### src/rtl/base642a_rx.sv
// Base64-to-ASCII decoder: unpacks 6-bit base64 values MSB-first into 7-bit
// characters, with valid/ready handshakes on both sides and per-stream status.
module base642a_rx #(
  parameter int CNT_W = 16
) (
  input  logic             clk,
  input  logic             rst_n,
  input  logic [6:0]       sym_in,
  input  logic             sym_valid,
  output logic             sym_ready,
  input  logic             sym_last,
  output logic [6:0]       ascii,
  output logic             ascii_valid,
  input  logic             ascii_ready,
  output logic             done,
  output logic             err,
  output logic [CNT_W-1:0] char_cnt,
  output logic [2:0]       bits_left
);

  typedef enum logic [1:0] {
    S_RUN   = 2'd0,
    S_DRAIN = 2'd1,
    S_DONE  = 2'd2
  } state_t;

  state_t           r_state;
  state_t           w_state_nxt;
  logic [11:0]      r_acc;
  logic [3:0]       r_nbits;
  logic             r_new_stream;
  logic [6:0]       r_ascii;
  logic             r_ascii_valid;
  logic             r_err;
  logic [CNT_W-1:0] r_char_cnt;
  logic [2:0]       r_bits_left;

  logic             w_sym_ready;
  logic             w_done;
  logic             w_xfer;
  logic             w_extract;
  logic             w_hshk;
  logic [7:0]       w_dec;
  logic             w_legal;
  logic             w_illegal;
  logic [3:0]       w_shift;
  logic [11:0]      w_acc_sh;
  logic [CNT_W-1:0] w_cnt_base;

  // Returns {is_pad, is_legal, value[5:0]} for one base64 character code.
  function automatic logic [7:0] decode_sym(input logic [6:0] code);
    logic [6:0] d;
    logic [7:0] res;
    d   = 7'd0;
    res = 8'd0;
    if ((code >= 7'h41) && (code <= 7'h5A)) begin
      d   = code - 7'h41;
      res = {1'b0, 1'b1, d[5:0]};
    end else if ((code >= 7'h61) && (code <= 7'h7A)) begin
      d   = code - 7'h47;
      res = {1'b0, 1'b1, d[5:0]};
    end else if ((code >= 7'h30) && (code <= 7'h39)) begin
      d   = code + 7'h04;
      res = {1'b0, 1'b1, d[5:0]};
    end else if (code == 7'h2B) begin
      res = {1'b0, 1'b1, 6'd62};
    end else if (code == 7'h2F) begin
      res = {1'b0, 1'b1, 6'd63};
    end else if (code == 7'h3D) begin
      res = {1'b1, 1'b0, 6'd0};
    end else begin
      res = 8'd0;
    end
    return res;
  endfunction

  always_comb begin
    w_dec     = decode_sym(sym_in);
    w_legal   = w_dec[6];
    w_illegal = ~w_dec[7] & ~w_dec[6];
    w_xfer    = sym_valid & w_sym_ready;
    w_hshk    = r_ascii_valid & ascii_ready;
    w_extract = (r_nbits >= 4'd7) && (!r_ascii_valid || ascii_ready);
    w_shift   = r_nbits - 4'd7;
    w_acc_sh  = r_acc >> w_shift;
    if (w_xfer && r_new_stream) begin
      w_cnt_base = {CNT_W{1'b0}};
    end else begin
      w_cnt_base = r_char_cnt;
    end
  end

  always_ff @(posedge clk or negedge rst_n) begin
    if (!rst_n) begin
      r_state <= S_RUN;
    end else begin
      r_state <= w_state_nxt;
    end
  end

  always_comb begin
    w_state_nxt = r_state;
    case (r_state)
      S_RUN: begin
        if (w_xfer && sym_last) begin
          w_state_nxt = S_DRAIN;
        end else begin
          w_state_nxt = S_RUN;
        end
      end
      S_DRAIN: begin
        if ((r_nbits < 4'd7) && !r_ascii_valid) begin
          w_state_nxt = S_DONE;
        end else begin
          w_state_nxt = S_DRAIN;
        end
      end
      S_DONE:  w_state_nxt = S_RUN;
      default: w_state_nxt = S_RUN;
    endcase
  end

  always_comb begin
    w_sym_ready = 1'b0;
    w_done      = 1'b0;
    case (r_state)
      S_RUN: begin
        w_sym_ready = (r_nbits < 4'd7);
        w_done      = 1'b0;
      end
      S_DRAIN: begin
        w_sym_ready = 1'b0;
        w_done      = 1'b0;
      end
      S_DONE: begin
        w_sym_ready = 1'b0;
        w_done      = 1'b1;
      end
      default: begin
        w_sym_ready = 1'b0;
        w_done      = 1'b0;
      end
    endcase
  end

  // Bit buffer: symbols append 6 bits at the LSB end, characters leave from the MSB end.
  always_ff @(posedge clk or negedge rst_n) begin
    if (!rst_n) begin
      r_acc        <= 12'd0;
      r_nbits      <= 4'd0;
      r_new_stream <= 1'b1;
    end else if (r_state == S_DONE) begin
      r_acc        <= 12'd0;
      r_nbits      <= 4'd0;
      r_new_stream <= 1'b1;
    end else if (w_xfer) begin
      r_new_stream <= 1'b0;
      if (w_legal) begin
        r_acc   <= {r_acc[5:0], w_dec[5:0]};
        r_nbits <= r_nbits + 4'd6;
      end
    end else if (w_extract) begin
      r_nbits <= r_nbits - 4'd7;
    end
  end

  always_ff @(posedge clk or negedge rst_n) begin
    if (!rst_n) begin
      r_ascii       <= 7'd0;
      r_ascii_valid <= 1'b0;
    end else if (w_extract) begin
      r_ascii       <= w_acc_sh[6:0];
      r_ascii_valid <= 1'b1;
    end else if (w_hshk) begin
      r_ascii_valid <= 1'b0;
    end
  end

  // Status holds across the stream boundary and restarts on the next stream's first symbol.
  always_ff @(posedge clk or negedge rst_n) begin
    if (!rst_n) begin
      r_err       <= 1'b0;
      r_char_cnt  <= {CNT_W{1'b0}};
      r_bits_left <= 3'd0;
    end else begin
      if (w_xfer) begin
        r_err <= (r_new_stream ? 1'b0 : r_err) | w_illegal;
      end
      if (w_hshk) begin
        r_char_cnt <= w_cnt_base + {{(CNT_W-1){1'b0}}, 1'b1};
      end else begin
        r_char_cnt <= w_cnt_base;
      end
      if ((r_state == S_DRAIN) && (w_state_nxt == S_DONE)) begin
        r_bits_left <= r_nbits[2:0];
      end
    end
  end

  assign sym_ready   = w_sym_ready;
  assign done        = w_done;
  assign ascii       = r_ascii;
  assign ascii_valid = r_ascii_valid;
  assign err         = r_err;
  assign char_cnt    = r_char_cnt;
  assign bits_left   = r_bits_left;

endmodule
### config.mk
export PLATFORM = sky130hd
export DESIGN_NAME = base642a_rx
export DESIGN_NICKNAME = d
export VERILOG_FILES = /design/src/rtl/base642a_rx.sv
export SDC_FILE = /design/constraint.sdc
export NUM_CORES = 1
export LEC_CHECK = 0
export BUFFER_PORTS_ARGS = -buffer_cell sky130_fd_sc_hd__buf_2
export CAP_MARGIN = 25
export CORE_MARGIN = 3
export CORE_UTILIZATION = 50
export CTS_CLUSTER_SIZE = 10
export DETAILED_ROUTE_END_ITERATION = 10
export GPL_TIMING_DRIVEN = 0
export PLACE_DENSITY = 0.73
export SLEW_MARGIN = 20
export SYNTH_ARGS = -nofsm -noshare
export SYNTH_HDL_FRONTEND = slang
export SYNTH_SLANG_ARGS = --single-unit
export TNS_END_PERCENT = 1
### constraint.sdc
create_clock -name clk -period 2.2 [get_ports clk]
set_input_delay 0.22 -clock clk [delete_from_list [all_inputs] [get_ports clk]]
set_output_delay 0.22 -clock clk [all_outputs]
set_load 0.1 [all_outputs]
==> results of run 1 <==
==> how the worst max path moves through the flow <==
stage / start / end / slack (ns) / depth (start not counted)
after floorplan: r_nbits[1]$_DFFE_PN0P_ / char_cnt[8]$_DFF_PN0_ / -0.95 / 11
after global placement: sym_in[2] / r_nbits[1]$_DFFE_PN0P_ / -0.24 / 10
after detailed placement: sym_in[2] / r_nbits[1]$_DFFE_PN0P_ / -0.24 / 10
after CTS: r_nbits[1]$_DFFE_PN0P_ / char_cnt[8]$_DFF_PN0_ / -0.03 / 11
after global routing: r_nbits[0]$_DFFE_PN0P_ / char_cnt[14]$_DFF_PN0_ / -0.05 / 11
final: r_nbits[1]$_DFFE_PN0P_ / char_cnt[8]$_DFF_PN0_ / 0.09 / 11
==> flip-flops by register name, indices dropped and copies added (netlist names) <==
name	flops
char_cnt	16
r_acc	12
ascii	7
r_nbits	4
bits_left	3
r_state	2
ascii_valid	1
err	1
r_new_stream	1
==> worst max-delay path, cell delays in order, from the launching register on <==
cell and delay (ns):
dfrtp_2 0.44, ha_4 0.19, a2111oi_4 0.29, and3_1 0.22
clkbuf_8 0.15, nor2b_2 0.05, ha_2 0.20, nand2_2 0.07
nor2_1 0.06, and4_1 0.16, xnor2_1 0.13, nor2_1 0.05
==> per-stage QoR <==
stage          area [um2]  worst slack (ns)  TNS [ns]
2_1_floorplan        3172           -0.9513    -16.65
3_3_place_gp         3466           -0.2426    -2.228
3_5_place_dp         3466           -0.2432    -2.380
4_1_cts              3585          -0.03072  -0.05448
5_1_grt              3626          -0.05108   -0.1388
6_report             3626           0.08703         0
==> cell type report <==
class                   count  area, um2
fillers                   531       2400
repair buffers             43      230.2
clock inverters             1      5.005
inverters                  15      56.30
flip-flops and latches     47       1179
clock buffers               7      86.33
multi-input cells         243       1853
well taps                  75      93.84
plain buffers              18      122.6
==> Yosys cell counts (5+ instances only) <==
master	number	area, um2
xor2_1	10	87.58
inv_1	15	56.30
buf_2	8	40.04
and3_1	5	31.28
nand2_1	33	123.9
nand3_1	12	60.06
nand4_1	5	31.28
nor3_1	9	45.04
o21ai_0	19	95.09
xnor2_1	9	78.83
ha_1	13	162.7
mux4_2	7	157.7
nor2_1	23	86.33
clkbuf_1	5	18.77
a21oi_1	16	80.08
dfrtp_1	46	1151
mux2i_1	11	110.1
==> what timing repair did <==
action / in CTS / in global routing
endpoints found under the setup margin: 6 / 17
endpoints found under the hold margin: 0 / 46
gates resized for setup: 4 / 5
hold buffers: 0 / 1
setup buffers: 2 / 0
pin swaps: 2 / 4
==> layer usage <==
metal	routed length, um	GRT usage, %	part of all wire, %	vias to the layer above
li1	-	-	-	1271
met1	3147	26.52	45	1267
met2	3396	34.18	49	74
met3	326	3.883	4.7	7
met4	70	5.324	1.0	0
met5	0	0	0	-
==> report_power, final <==
group	internal (mW)	leakage [nW]	switching, mW
clock	0.254	0.0482	0.280
sequential	1.15	0.609	0.306
combinational	1.02	1.02	2.11
total	2.43	1.68	2.70
==> logic make-up after synthesis <==
group,Yosys count,synth area share (%)
fa+ha+maj,13,5.161
buf+inv,34,5.439
simple gates,109,16.95
mux,22,9.925
xor+xnor,20,5.796
compound gates,79,19.37
flops,47,37.36
==> summary.txt, run 1 <==
Max-slew violation count - 0
EDFF count, synth - 0
Commonest non-fill, non-tap cell in the layout - buf_2
Worst-Skew Late Latency - 0.30 ns
Register area share after synthesis - 37.36%
Yosys reg bits - 47
Die area - 7292 um2
Area of the core - 6026 um2
Final wirelength - 6.940 mm
Status - finished, final reports clean
CTS max path bufs - 2
GRT Util Overall - 20.21%
Setup violations, final - 0
Cell Count, Final, Fillers Out - 449
Clock slew at the register clock pins of the worst setup and hold paths - 0.09 ns
Critical Path AT - 2.31 ns
Reg2Reg Launch Point - r_nbits[1]$_DFFE_PN0P_
Critical Path RT - 2.40 ns
Cells after Synth - 324
Hold_sp - sym_last
Peak supply drop - 0.001276 V
Worst min-delay path category - input pin to register
RR Endpoint - char_cnt[8]$_DFF_PN0_
Synth warn - 0
Worst rel slew slack - 61.67%
Main synth FF type - dfrtp_1
Largest net degree at the start of global routing - 48
Area delta synth->final - 15.05%
Initial antenna violation count - 0
Routability congestion estimate - 0.9646
Number of H-tree levels - 2
Commonest non-fill, non-tap cells in the layout - buf_2, dfrtp_1, nand2_1, nor2_1, o21ai_0
Worst min-delay path endpoint - r_state[0]$_DFF_PN0_
Synth Net Count - 349
Worst hold stages - 3
Vias per cell - 5.833
Worst setup path class - register to register
Min Hold Slack - 0.2469 ns
Fmax - 473.3 MHz
Hpwl dp - 5.248 mm
NumNets Final - 398
Post-synth ARST share - 100.0%
Drt wl/cell - 15.46 um
Reg2Reg Depth - 11
Lkg Pwr - 1.678 nW
Final core utilization - 60.17%
Total grt overflow - 0
Crit path max fanout - 6
Starting Density - 52.30%
Ant diodes - 0
RSZ-0062 raised after global routing - yes
Tot Pwr - 5.124 mW
Drt pass-1 iters - 5
I/O pin cnt - 42
Final Cycle Share - 96.04%
Clock Sinks - 47
DRC Markers - 0
CTS tree - done
First-pass GRT wire length - 12.19 mm
Count of input and output buffers - 40
PD cells - 1413 nW/um2
Root Buffer - clkbuf_8
Slew @ Worst Pin - 0.5749 ns
Endpoint class of the critical path - register
Post-synthesis average cell area - 9.728 um2
Placed Instances - 439
Die width - 85.40 um
Total CTS buffers - 5
Final min period - 2.113 ns
Initial DRC Count - 137
Mapped cell area - 3152 um2
Vias in the first global route - 2552
Die height - 85.40 um
Worst R2R Setup Slack - 0.09 ns
Vias - 2619
Rows - 28
Final Hold Fails - 0
Final ANT Viol Nets - 0
Yosys cell types - 67
Max-Cap Viols - 0
Clk_skew - 0.009727 ns
Proportion of layout cells with a drive suffix above 1 - 26.74%
Crit path launch type - register
No activity file was read; power rests on OpenSTA's default activity.
==> run 2: changes to the inputs <==
--- a/config.mk
+++ b/config.mk
@@ -5,7 +5,7 @@
 export SDC_FILE = /design/constraint.sdc
 export NUM_CORES = 1
 export LEC_CHECK = 0
-export BUFFER_PORTS_ARGS = -buffer_cell sky130_fd_sc_hd__buf_2
+export BUFFER_PORTS_ARGS = -buffer_cell sky130_fd_sc_hd__buf_4
 export CAP_MARGIN = 25
 export CORE_MARGIN = 3
 export CORE_UTILIZATION = 50
==> run 2 against run 1 <==
Wire length increased by 3.0%. Critical endpoint unchanged. Global-route usage increased by 0.086 points. Critical path depth unchanged. Highest routed layer unchanged. Die area unchanged. Clock power increased by 0.7%. Total power increased by 2.3%. First-iteration DRC count decreased by 23%. Setup slack got worse by 0.070 ns. Sequential power about the same. Via count increased by 0.80%. Critical path type unchanged.
==> summary.txt, run 2 (synthesis gave the netlist of run 1 again) <==
Drt wl/cell - 15.88 um
First-pass GRT wire length - 12.10 mm
CTS tree - done
Drt pass-1 iters - 4
Commonest non-fill, non-tap cell in the layout - buf_4
CTS max path bufs - 2
Max-Cap Viols - 0
Clock slew at the register clock pins of the worst setup and hold paths - 0.09 ns
Die area - 7292 um2
Final Hold Fails - 0
Final ANT Viol Nets - 0
Largest net degree at the start of global routing - 48
Worst setup path class - register to register
Die width - 85.40 um
Endpoint class of the critical path - register
Peak supply drop - 0.001285 V
Slew @ Worst Pin - 0.6003 ns
Vias per cell - 5.867
DRC Markers - 0
Vias in the first global route - 2564
Worst rel slew slack - 59.98%
Crit path launch type - register
RSZ-0062 raised after global routing - yes
Clk_skew - 0.007817 ns
Worst setup margin - 0.01669 ns
Setup violations, final - 0
Vias - 2640
Reg power frac - 27.9%
Fin Setup TNS - 0 ns
Worst min-delay path category - input pin to register
Lkg Pwr - 1.693 nW
Critical Path RT - 2.38 ns
Reg2Reg Depth - 11
Worst-Skew Late Latency - 0.30 ns
Initial antenna violation count - 0
Fmax - 458.0 MHz
Routability congestion estimate - 0.9369
I/O pin cnt - 42
Max reg flops - 16
Ant diodes - 0
Hpwl dp - 5.342 mm
Dpl ws - -0.2081 ns
Proportion of layout cells with a drive suffix above 1 - 27.20%
Final min period - 2.183 ns
Comb pwr share - 61.8%
PD cells - 1409 nW/um2
Pint - 2.528 mW
Total CTS buffers - 5
Commonest non-fill, non-tap cells in the layout - buf_4, dfrtp_1, nand2_1, nor2_1, o21ai_0
Area of the core - 6026 um2
Net Switching - 2.714 mW
NumNets Final - 399
FILL cells - 544
Switch share - 51.78%
Rows - 28
Clock power frac - 10.3%
Total grt overflow - 0
Area delta synth->final - 18.02%
Final Cycle Share - 99.24%
Number of H-tree levels - 2
Critical Path AT - 2.37 ns
Max-slew violation count - 0
Final wirelength - 7.147 mm
Crit path max fanout - 6
Worst hold stages - 3
Status - finished, final reports clean
Clock Sinks - 47
Initial DRC Count - 105
Count of input and output buffers - 40
GRT Util Overall - 20.29%
Starting Density - 52.30%
Root Buffer - clkbuf_8
Final core utilization - 61.73%
Die height - 85.40 um
## run 2: cell count changes in the layout (fill, tap and decap cells not counted)
cell	change
o311a_2	+1
buf_6	+1
dfrtp_1	-1
buf_4	+39
buf_2	-39
dfrtp_2	+1
clkbuf_8	-1
o311a_4	-1
clkbuf_4	+1
## run 2: power groups by stage
| stage | Clock [mW] | Combinational [mW] | Sequential (mW) |
|---|---|---|---|
| floorplan | 0 | 1.64 | 2.34 |
| global placement | 0 | 3.10 | 1.47 |
| detailed placement | 0 | 3.15 | 1.48 |
| CTS | 0.549 | 3.20 | 1.46 |
| global route | 0.583 | 3.48 | 1.51 |
| finish | 0.538 | 3.24 | 1.47 |
## run 2: final timing paths
path	from	endpoint	slack [ns]
min in group asynchronous	rst_n	char_cnt[14]$_DFF_PN0_	0.46
hold reg to reg	r_new_stream$_DFFE_PN1P_	r_new_stream$_DFFE_PN1P_	0.47
hold / removal	sym_last	r_state[0]$_DFF_PN0_	0.24
setup reg to reg	r_nbits[1]$_DFFE_PN0P_	char_cnt[8]$_DFF_PN0_	0.02
setup / recovery	r_nbits[1]$_DFFE_PN0P_	char_cnt[8]$_DFF_PN0_	0.02
max in group asynchronous	rst_n	r_nbits[2]$_DFFE_PN0P_	1.30
## run 2: metrics by stage
step	std cells	power (mW)	area [um2]	hold WS (ns)
6_report	450	5.242	3720	0.2414
2_1_floorplan	324	3.974	3172	-0.07559
3_5_place_dp	439	4.634	3566	0.2685
3_3_place_gp	439	4.570	3566	0.2652
5_1_grt	450	5.575	3720	0.2889
4_1_cts	450	5.204	3687	0.2388
## run 2: layout make-up
cell class | count | area (um2) | share of cell area (%)
Inverter | 15 | 56.30 | 1.514
Buffer | 18 | 122.6 | 3.296
Timing Repair Buffer | 44 | 332.8 | 8.947
Tap cell | 75 | 93.84 | 2.523
Multi-Input combinational cell | 243 | 1843 | 49.55
Sequential cell | 47 | 1180 | 31.72
Clock inverter | 1 | 5.005 | 0.1345
Clock buffer | 7 | 86.33 | 2.321
## run 2: timing repair
action | 4_1_cts | 5_1_grt
hold buffers | 1 | 0
cloned | 0 | 0
resized for setup | 3 | 7
setup endpoints to repair | 6 | 10
hold endpoints to repair | 46 | 0
setup buffers | 2 | 1
pin swaps | 1 | 2
## run 2: critical path: stages (launching register included)
cell and delay [ns]:
dfrtp_2 0.44, ha_4 0.19, a2111oi_4 0.31, and3_1 0.24, buf_6 0.12, nor2b_2 0.05
ha_2 0.20, nand2_2 0.07, nor2_1 0.06, and4_1 0.21, xnor2_1 0.13, nor2_1 0.05
## run 2: metal layers
layer  vias up  track usage [%]  share of wire (%)
li1       1280                -                  -
met1      1278            26.79                 44
met2        71            34.32                 50
met3        11            3.301                4.0
met4         0            5.899                1.7
met5         -                0                  0
